### config.mk
export PLATFORM = sky130hd
export DESIGN_NAME = pixel_frame_writer
export DESIGN_NICKNAME = d
export VERILOG_FILES = /design/src/rtl/pixel_frame_writer.sv
export SDC_FILE = /design/constraint.sdc
export NUM_CORES = 1
export LEC_CHECK = 0
export ABC_CLOCK_PERIOD_IN_PS = 2500
export BUFFER_PORTS_ARGS = -buffer_cell sky130_fd_sc_hd__buf_2
export CORE_ASPECT_RATIO = 2
export CORE_MARGIN = 3
export CORE_UTILIZATION = 50
export CTS_CLUSTER_DIAMETER = 80
export DETAILED_ROUTE_END_ITERATION = 6
export PLACE_DENSITY = 0.76
export SLEW_MARGIN = 5
export SYNTH_ARGS = -nofsm -noshare
export SYNTH_HDL_FRONTEND = slang
export SYNTH_SLANG_ARGS = --single-unit
### constraint.sdc
create_clock -name clka -period 2.5 [get_ports clka]
set_input_delay 0.5 -clock clka [delete_from_list [all_inputs] [get_ports clka]]
set_output_delay 0.5 -clock clka [all_outputs]
set_load 0.1 [all_outputs]
### src/rtl/pixel_frame_writer.sv
// Raster-order frame-memory writer: packs RGB pixels into 24-bit words, tracks
// column/row, pulses done after the last pixel and flags pixels seen while unarmed.
module pixel_frame_writer #(
  parameter int IMG_W  = 256,
  parameter int IMG_H  = 256,
  parameter int ADDR_W = 16
) (
  input  logic              clka,
  input  logic              reset,
  input  logic              start,
  input  logic [7:0]        Rin,
  input  logic [7:0]        Gin,
  input  logic [7:0]        Bin,
  input  logic              OKin,
  output logic              mem_we,
  output logic [ADDR_W-1:0] mem_addr,
  output logic [23:0]       mem_data,
  output logic [ADDR_W-1:0] col,
  output logic [ADDR_W-1:0] row,
  output logic              busy,
  output logic              done,
  output logic              overrun
);

  localparam logic [ADDR_W-1:0] PIX_LAST = ADDR_W'(IMG_W * IMG_H - 1);
  localparam logic [ADDR_W-1:0] COL_LAST = ADDR_W'(IMG_W - 1);

  typedef enum logic [1:0] {
    S_IDLE  = 2'd0,
    S_WRITE = 2'd1,
    S_DONE  = 2'd2
  } state_t;

  state_t              state_q;
  logic [ADDR_W-1:0]   cnt_q;
  logic [ADDR_W-1:0]   col_q;
  logic [ADDR_W-1:0]   row_q;
  logic                we_q;
  logic [ADDR_W-1:0]   addr_q;
  logic [23:0]         data_q;
  logic                busy_q;
  logic                done_q;
  logic                ovr_q;

  // Frame FSM with all outputs registered
  always_ff @(posedge clka) begin
    if (!reset) begin
      state_q <= S_IDLE;
      cnt_q   <= '0;
      col_q   <= '0;
      row_q   <= '0;
      we_q    <= 1'b0;
      addr_q  <= '0;
      data_q  <= 24'd0;
      busy_q  <= 1'b0;
      done_q  <= 1'b0;
      ovr_q   <= 1'b0;
    end else begin
      case (state_q)
        S_IDLE: begin
          we_q   <= 1'b0;
          done_q <= 1'b0;
          if (start) begin
            // a pixel arriving together with start is dropped without flagging
            state_q <= S_WRITE;
            busy_q  <= 1'b1;
            cnt_q   <= '0;
            col_q   <= '0;
            row_q   <= '0;
            ovr_q   <= 1'b0;
          end else if (OKin) begin
            ovr_q <= 1'b1;
          end else begin
            ovr_q <= ovr_q;
          end
        end
        S_WRITE: begin
          if (OKin) begin
            we_q   <= 1'b1;
            addr_q <= cnt_q;
            data_q <= {Rin, Gin, Bin};
            if (cnt_q == PIX_LAST) begin
              state_q <= S_DONE;
              busy_q  <= 1'b0;
              done_q  <= 1'b1;
              cnt_q   <= '0;
              col_q   <= '0;
              row_q   <= '0;
            end else if (col_q == COL_LAST) begin
              cnt_q <= cnt_q + ADDR_W'(1);
              col_q <= '0;
              row_q <= row_q + ADDR_W'(1);
            end else begin
              cnt_q <= cnt_q + ADDR_W'(1);
              col_q <= col_q + ADDR_W'(1);
            end
          end else begin
            we_q <= 1'b0;
          end
        end
        S_DONE: begin
          state_q <= S_IDLE;
          we_q    <= 1'b0;
          busy_q  <= 1'b0;
          done_q  <= 1'b0;
          if (OKin) begin
            ovr_q <= 1'b1;
          end else begin
            ovr_q <= ovr_q;
          end
        end
        default: begin
          state_q <= S_IDLE;
          we_q    <= 1'b0;
          busy_q  <= 1'b0;
          done_q  <= 1'b0;
        end
      endcase
    end
  end

  assign mem_we   = we_q;
  assign mem_addr = addr_q;
  assign mem_data = data_q;
  assign col      = col_q;
  assign row      = row_q;
  assign busy     = busy_q;
  assign done     = done_q;
  assign overrun  = ovr_q;

endmodule

==> impl_metrics.csv, run 1 <==
group,metric,value,unit
run_status,run_status,"completed",
power_and_ir_drop,p_leak,1.99,nW
worst_setup_path,max_stage_delay,0.61,ns
timing,max_freq,0.429,GHz
placement,placed_cells,678,
synthesis,synth_area_leaders,"dfxtp_1, nand2_1, a21oi_1, nor2_1, xnor2_1",
routing,routed_wirelength,10100,µm
routing,wl_per_cell,14.5,µm
die,die-area,9180,µm²
clock_tree,cts_setup_buffers,0,
die,initial_utilization,51.9,%
global_route,grt-ovfl-total,0,
worst_setup_path,crit_required,2.74,ns
synthesis,synth_edf_count,0,
clock_tree,h-tree-depth,3,
placement,place_area,4640,µm²
timing,skew,0.00586,ns
power_and_ir_drop,switching_share,25.6,%
die,die_h,133,µm
global_route,grt_antenna_before_repair,0,
power_and_ir_drop,seqPwrFrac,46.2,%
worst_setup_path,path_buf_inv,0,
worst_setup_path,critPathArrivalTime,2.56,ns
finish,drive_gt1_share,26.5,%
finish,finish.utilization,64.3,%
routing,drt_iter0_markers,218,
clock_tree,cts_tree,"built",
placement,hpwl,7370,µm
power_and_ir_drop,power_frac_comb,11.0,%
clock_tree,cts_buffer_depth,2,
synthesis,synth_area,4000,µm²
synthesis,yosys.area.top_type,"dfxtp_1",
clock_tree,cts_hold_buf,0,
clock_tree,clockRootBuffer,"clkbuf_16",
timing,tightest_slew,0.779,ns
synthesis,synthDistinctLibCells,50,
global_route,grt_first_pass_wirelength,16500,µm
routing,antenna_left,0,
placement,dp_slack,0.176,ns
power_and_ir_drop,p_int,0.00248,W
worst_setup_path,critPathKind,"reg -> reg",
worst_setup_path,cp.depth,4,
power_and_ir_drop,fin_total_pwr,0.00334,W
finish,nFillCells,696,
routing,drc,0,
worst_setup_path,cp_max_fo,9,
timing,setup_viol,0,
timing,post-route-period-util,93.2,%
die,io_pins,104,
timing,slew_violations,0,
worst_setup_path,cp_slowest_cell,"or4_4",
clock_tree,cts_buffers,9,
synthesis,yosysWarnings,0,
timing,finalCriticalPeriod,2.33,ns
timing,maxSlewHeadroom,47.6,%
worst_setup_path,crit_top_cell,"or4_4",
worst_setup_path,r2r_end,"row[10]",
worst_setup_path,cp_cell_sequence,"or4_4 -> or4_4 -> or4_1 -> o2111a_1",
finish,num_antenna_cells,0,
synthesis,synthesis.instances,497,
worst_setup_path,start_kind,"register",
synthesis,yosysSeqAreaShare,47.0,%
global_route,grt_max_degree,50,
power_and_ir_drop,clock_power_share,42.8,%
synthesis,synth-seq-cells,94,
power_and_ir_drop,irDropWorstVdd,0.492,mV
synthesis,synth_commonest_cells,"nand2_1, dfxtp_1, a21oi_1",
clock_tree,clkTransAtPathRegs,0.06,ns
clock_tree,cts-resized-gates,0,
die,core_area,7710,µm²
global_route,grt_pass1_vias,3704,
min_path,min_path_type,"in -> reg",
synthesis,synth_most_common_cell,"nand2_1",
synthesis,syn_area_per_cell,8.06,µm²
synthesis,synth-main-ff-cell,"dfxtp_1",
finish,area_delta_synth_final,23.9,%
finish,fin_cells,694,
timing,setup_ws,0.171,ns
worst_setup_path,endpoint,"row[10]",
synthesis,synth_nets,528,
finish,nets,626,
worst_setup_path,r2r_slack,0.17,ns
worst_setup_path,r2r.worst_path.cells,4,
die,rows,45,
worst_setup_path,worstReg2RegStart,"col[9]",
routing,first_pass_iters,4,
clock_tree,clock_latency,0.34,ns
placement,port_buffers,103,
routing,routed_via_density,5.56,
finish,stdcell_area,4960,µm²
synthesis,async_reset_ff_share,0,%
timing,rsz0062_at_grt,"false",
timing,final_hold_viol_count,0,
die,fp.dieW,69.3,µm
placement,gp_congestion,0.872,
synthesis,synth_top_area_share,47.0,%
global_route,grtUsageTotal,21.9,%
power_and_ir_drop,power.density,672,nW/µm²
power_and_ir_drop,power.switching,0.000853,W
worst_setup_path,end_kind,"register",
flow_run,cap_violations,0,
worst_setup_path,path_delay_family,"simple AND/OR/NAND/NOR gates",
worst_setup_path,worstSetupStartpoint,"col[9]",
routing,vias,3862,
clock_tree,clkSinkCount,94,
-- final cells by class --
cell class | instances | area [µm²] | share of cell area (%)
multi-input cells | 365 | 1970 | 39.7
inverters | 9 | 33.8 | 0.681
well taps | 94 | 118 | 2.37
repair buffers | 116 | 613 | 12.4
clock buffers | 14 | 284 | 5.73
flip-flops and latches | 94 | 1900 | 38.4
clock inverters | 2 | 37.5 | 0.757
-- cells in the final DEF (no fill, tap or decap), drive strengths merged, types with 2 or more instances in the layout --
cell / count
nand3: 20
ha: 3
nor2: 36
xor2: 6
or4: 5
nor3: 19
nand2b: 3
clkbuf: 14
and3: 3
dfxtp: 94
nand3b: 2
o31ai: 8
or3: 4
a21oi: 55
inv: 9
and4: 2
a21o: 2
nand4: 19
o21ai: 11
nor2b: 2
o31a: 2
a211oi: 3
xnor2: 14
buf: 116
nor4: 11
nand2: 111
a31oi: 8
-- stage by stage --
step | hold WS [ns] | setup TNS (ns)
after detailed placement | 0.443 | 0
after global placement | 0.439 | 0
after floorplan | 0.458 | -0.0162
after global routing | 0.397 | 0
final | 0.391 | 0
after CTS | 0.380 | 0
-- state kept, by name, indices dropped and copies added (netlist names) --
register  cells
busy          1
mem_we        1
row          16
overrun       1
done          1
mem_addr     16
col          16
cnt_q        16
mem_data     24
state_q       2
-- worst min path at each step --
stage	start	to	slack (ns)	depth (start not counted)
after CTS	Gin[2]	mem_data[10]	0.38	3
after global routing	Bin[0]	mem_data[0]	0.40	3
after detailed placement	mem_data[6]	mem_data[6]	0.44	2
final	Gin[2]	mem_data[10]	0.39	3
after global placement	mem_data[9]	mem_data[9]	0.44	2
after floorplan	cnt_q[15]	mem_addr[15]	0.46	2
-- layer usage --
layer,wire length [µm],GRT usage [%],up-vias
met5,0,0,-
met4,301,11.1,0
met2,5430,41.5,126
met1,3760,21.5,1770
met3,565,4.94,26
li1,-,-,1940
-- tightest hold or removal path: cells and delay by family --
kind / cells / cell delay (ns)
AO/OA/AOI/OAI: 1 / 0.05
buffers and inverters: 1 / 0.09
AND/OR/NAND/NOR: 1 / 0.04
-- power by group through the flow --
stage / clock, W / sequential, W / combinational, W
after CTS: 0.00146 / 0.00154 / 0.000369
after global placement: 0 / 0.00157 / 0.000365
after floorplan: 0 / 0.00174 / 0.000116
after global routing: 0.00152 / 0.00154 / 0.000389
final: 0.00143 / 0.00154 / 0.000367
after detailed placement: 0 / 0.00157 / 0.000368
-- cells by family after synthesis --
| logic type | count (synthesis) | synth area share, % |
|---|---|---|
| flops | 94 | 47.0 |
| buf+inv | 38 | 3.81 |
| simple gates | 241 | 28.7 |
| fa+ha+maj | 3 | 0.938 |
| xor+xnor | 20 | 4.38 |
| compound gates | 101 | 15.2 |
Power figures use the tool's default switching activity.
==> run 2: changes to the inputs <==
Settings changed: ABC_CLOCK_PERIOD_IN_PS 2500 to unset, CORE_ASPECT_RATIO 2 to 0.8, HOLD_SLACK_MARGIN set to 0.12.
==> impl_metrics.csv, run 2 (synthesis results as in run 1) <==
group,metric,value,unit
placement,gp_congestion,0.920,
routing,wl_per_cell,14.3,µm
power_and_ir_drop,fin_total_pwr,0.00326,W
timing,maxSlewHeadroom,55.4,%
routing,drt_iter0_markers,237,
finish,seq_area,1900,µm²
clock_tree,h-tree-depth,3,
die,rows,28,
routing,drc,0,
global_route,grt-ovfl-total,0,
min_path,min_path_type,"in -> reg",
timing,post-route-period-util,92.8,%
clock_tree,clkTransAtPathRegs,0.09,ns
power_and_ir_drop,switching_share,26.2,%
min_path,hold_path.startpoint,"Bin[7]",
routing,routed_wirelength,10100,µm
die,core_area,7600,µm²
timing,max_freq,0.431,GHz
finish,final_common_cell,"nand2_1",
timing,setup_ws,0.180,ns
flow_run,cap_violations,0,
clock_tree,clkSinkCount,94,
die,io_pins,104,
placement,placed_cells,690,
timing,slew_violations,0,
timing,rsz0062_at_grt,"false",
clock_tree,clock_latency,0.36,ns
clock_tree,cts_buffers,9,
die,fp.dieW,106,µm
die,initial_utilization,52.7,%
worst_setup_path,critPathArrivalTime,2.58,ns
power_and_ir_drop,power.density,656,nW/µm²
clock_tree,cts_tree,"built",
timing,tightest_slew,0.665,ns
placement,dp_slack,0.191,ns
worst_setup_path,r2r_end,"row[10]",
power_and_ir_drop,p_int,0.00240,W
finish,largest_register_ffs,24,
finish,final_cell_mix,"nand2_1, buf_2, dfxtp_1",
global_route,grt_first_pass_wirelength,16700,µm
finish,nets,627,
clock_tree,cts_setup_buffers,0,
worst_setup_path,start_kind,"register",
routing,routed_via_density,5.52,
worst_setup_path,crit_required,2.76,ns
clock_tree,clockRootBuffer,"clkbuf_8",
finish,nFillCells,682,
power_and_ir_drop,power_frac_comb,11.4,%
timing,setup_viol,0,
routing,vias,3898,
run_status,run_status,"completed",
global_route,grt_max_degree,47,
finish,num_antenna_cells,0,
global_route,grtUsageTotal,22.3,%
placement,port_buffers,103,
die,die_h,86.0,µm
min_path,hold_end,"mem_data[7]",
finish,finish.utilization,65.2,%
finish,fin_cells,706,
clock_tree,cts_buffer_depth,2,
worst_setup_path,cp_max_fo,9,
power_and_ir_drop,power.switching,0.000854,W
timing,skew,0.00689,ns
routing,antenna_left,0,
finish,multiInputGateArea,1970,µm²
power_and_ir_drop,irDropWorstVdd,0.345,mV
power_and_ir_drop,p_leak,1.98,nW
global_route,grt_pass1_vias,3540,
worst_setup_path,worstReg2RegStart,"col[9]",
worst_setup_path,r2r.worst_path.cells,4,
die,die-area,9120,µm²
min_path,hold-path-cell-count,3,
timing,final_hold_viol_count,0,
power_and_ir_drop,clock_power_share,41.3,%
worst_setup_path,end_kind,"register",
placement,hpwl,7070,µm
timing,whs,0.364,ns
routing,first_pass_iters,5,
clock_tree,cts-resized-gates,0,
clock_tree,cts_hold_buf,0,
global_route,grt_antenna_before_repair,0,
finish,drive_gt1_share,26.8,%
power_and_ir_drop,seqPwrFrac,47.3,%
timing,finalCriticalPeriod,2.32,ns
worst_setup_path,r2r_slack,0.18,ns
finish,area_delta_synth_final,23.9,%
worst_setup_path,critPathKind,"reg -> reg",
## run 2: cell types whose count changed in the layout (fill, tap and decap cells not counted), sizes merged
| cell | previous run | this run |
|---|---|---|
| bufinv | 1 | 4 |
| clkbuf | 14 | 10 |
| buf | 116 | 117 |
| clkinvlp | 1 | 0 |
| inv | 9 | 11 |
## run 2: how the worst max path moves through the flow
stage	startpoint	slack [ns]	end
floorplan	col[9]	-0.02	row[10]
global placement	col[9]	0.25	row[10]
detailed placement	col[9]	0.19	row[10]
CTS	col[9]	0.18	row[10]
global route	col[9]	0.07	row[13]
finish	col[9]	0.18	row[10]
## run 2: stage by stage
step / setup TNS, ns / cell area, µm²
floorplan: -0.0162 / 4030
global placement: 0 / 4680
detailed placement: 0 / 4680
CTS: 0 / 4960
global route: 0 / 4960
finish: 0 / 4960
## run 2: final cells by class
type | count | share of cell area, %
clock buffers | 10 | 2.77
clock inverters | 6 | 2.77
inverters | 9 | 0.681
multi-input cells | 365 | 39.7
flip-flops and latches | 94 | 38.4
well taps | 105 | 2.65
repair buffers | 117 | 13.0
## run 2: per-layer routing
layer / track usage (%) / vias up / wire (µm)
li1: - / 1948 / -
met1: 30.8 / 1782 / 4560
met2: 34.2 / 156 / 4570
met3: 6.62 / 12 / 824
met4: 6.47 / 0 / 121
met5: 0 / - / 0
## run 2: worst max-delay path, stage by stage (launching register included)
cell      delay, ns
dfxtp_2        0.37
or4_4          0.55
or4_4          0.61
or4_1          0.53
o2111a_1       0.15
## run 2: power groups by stage
stage | Sequential (W) | Combinational, W | Clock [W]
floorplan | 0.00174 | 0.000116 | 0
global placement | 0.00157 | 0.000368 | 0
detailed placement | 0.00157 | 0.000372 | 0
CTS | 0.00154 | 0.000373 | 0.00136
global route | 0.00154 | 0.000395 | 0.00144
finish | 0.00154 | 0.000372 | 0.00134
==> run 3: changes to the inputs <==
Clock period 2.5 ns to 2.48 ns, I/O delays scaled along.
==> impl_metrics.csv, run 3 (synthesis results as in run 1) <==
group,metric,value,unit
routing,vias,3947,
worst_setup_path,crit_required,2.72,ns
die,fp.dieW,106,µm
clock_tree,cts_setup_buffers,0,
die,rows,28,
worst_setup_path,critPathArrivalTime,2.58,ns
worst_setup_path,start_kind,"register",
power_and_ir_drop,irDropWorstVdd,0.347,mV
timing,timing.setup.tns,0,ns
clock_tree,cts-resized-gates,0,
finish,num_antenna_cells,0,
finish,largest_register_ffs,24,
timing,whs,0.366,ns
flow_run,cap_violations,0,
power_and_ir_drop,fin_total_pwr,0.00307,W
finish,nets,630,
clock_tree,clkTransAtPathRegs,0.09,ns
clock_tree,clockRootBuffer,"clkbuf_8",
finish,final_common_cell,"nand2_1",
clock_tree,cts_buffers,9,
run_status,run_status,"completed",
min_path,min_path_type,"in -> reg",
timing,slew_violations,0,
worst_setup_path,cp_max_fo,9,
routing,antenna_left,0,
routing,routed_via_density,5.57,
global_route,grtUsageTotal,22.4,%
clock_tree,cts_tree,"built",
die,die-area,9120,µm²
finish,area_delta_synth_final,22.7,%
timing,final_hold_viol_count,0,
placement,gp_congestion,0.901,
routing,first_pass_iters,5,
timing,finalCriticalPeriod,2.33,ns
global_route,grt-ovfl-total,0,
timing,tightest_slew,0.806,ns
global_route,grt_antenna_before_repair,0,
timing,maxSlewHeadroom,45.8,%
global_route,grt_first_pass_wirelength,17000,µm
routing,drc,0,
timing,setup_viol,0,
timing,max_freq,0.428,GHz
die,initial_utilization,52.7,%
finish,final_cell_mix,"nand2_1, buf_2, dfxtp_1",
global_route,grt_max_degree,49,
finish,drive_gt1_share,27.0,%
worst_setup_path,critPathKind,"reg -> reg",
die,io_pins,104,
global_route,grt_pass1_vias,3678,
power_and_ir_drop,p_leak,1.97,nW
worst_setup_path,end_kind,"register",
power_and_ir_drop,power.density,626,nW/µm²
routing,wl_per_cell,14.2,µm
clock_tree,clock_latency,0.35,ns
die,die_h,86.0,µm
placement,hpwl,7020,µm
routing,routed_wirelength,10100,µm
clock_tree,cts_buffer_depth,2,
placement,port_buffers,103,
clock_tree,h-tree-depth,3,
timing,skew,0.0101,ns
timing,post-route-period-util,94.1,%
timing,rsz0062_at_grt,"false",
routing,drt_iter0_markers,200,
clock_tree,clkSinkCount,94,
die,core_area,7600,µm²
clock_tree,cts_hold_buf,0,
run 3: changes by cell type in the layout (fill, tap and decap cells not counted), sizes merged:
cell	delta
bufinv	-2
buf	+3
clkbuf	+1
run 3: metal layers:
metal	global-route usage [%]	vias up	wire [µm]
met4	6.24	0	90
met5	0	-	0
met2	36.2	144	4600
met1	30.2	1849	4710
li1	-	1944	-
met3	5.19	10	657
run 3: worst paths after layout:
check                                  from           end  slack [ns]  cells past startpoint
worst max-delay path                 col[9]       row[10]        0.15                      4
worst min-delay path                 Gin[2]  mem_data[10]        0.37                      3
worst max register to register       col[9]       row[10]        0.15                      4
worst min register to register  mem_data[8]   mem_data[8]        0.45                      2
run 3: per-stage QoR:
stage	util (%)	std cells	setup WS, ns	cell area [µm²]
after floorplan	-	497	-0.0143	4030
after global placement	61.6	693	0.217	4680
after detailed placement	61.6	693	0.155	4680
after CTS	64.6	708	0.145	4910
after global routing	64.6	708	0.000991	4910
final	64.6	708	0.146	4910
run 3: cell type report:
type,count,area [µm²]
Clock buffer,11,151
Clock inverter,4,77.6
Fill cell,672,2690
Inverter,9,33.8
Multi-Input combinational cell,365,1970
Sequential cell,94,1910
Tap cell,105,131
Timing Repair Buffer,120,643
run 3: report_power, final:
part	switching, W	internal [W]	total, W
logic	0.000299	0.0000783	0.000377
registers	0.0000151	0.00153	0.00155
clock network	0.000524	0.000625	0.00115
total	0.000838	0.00224	0.00307
run 3: worst max-delay path, cell delays in order (launching register included):
cell      delay, ns
dfxtp_4        0.37
or4_4          0.55
or4_4          0.61
or4_1          0.53
o2111a_1       0.17
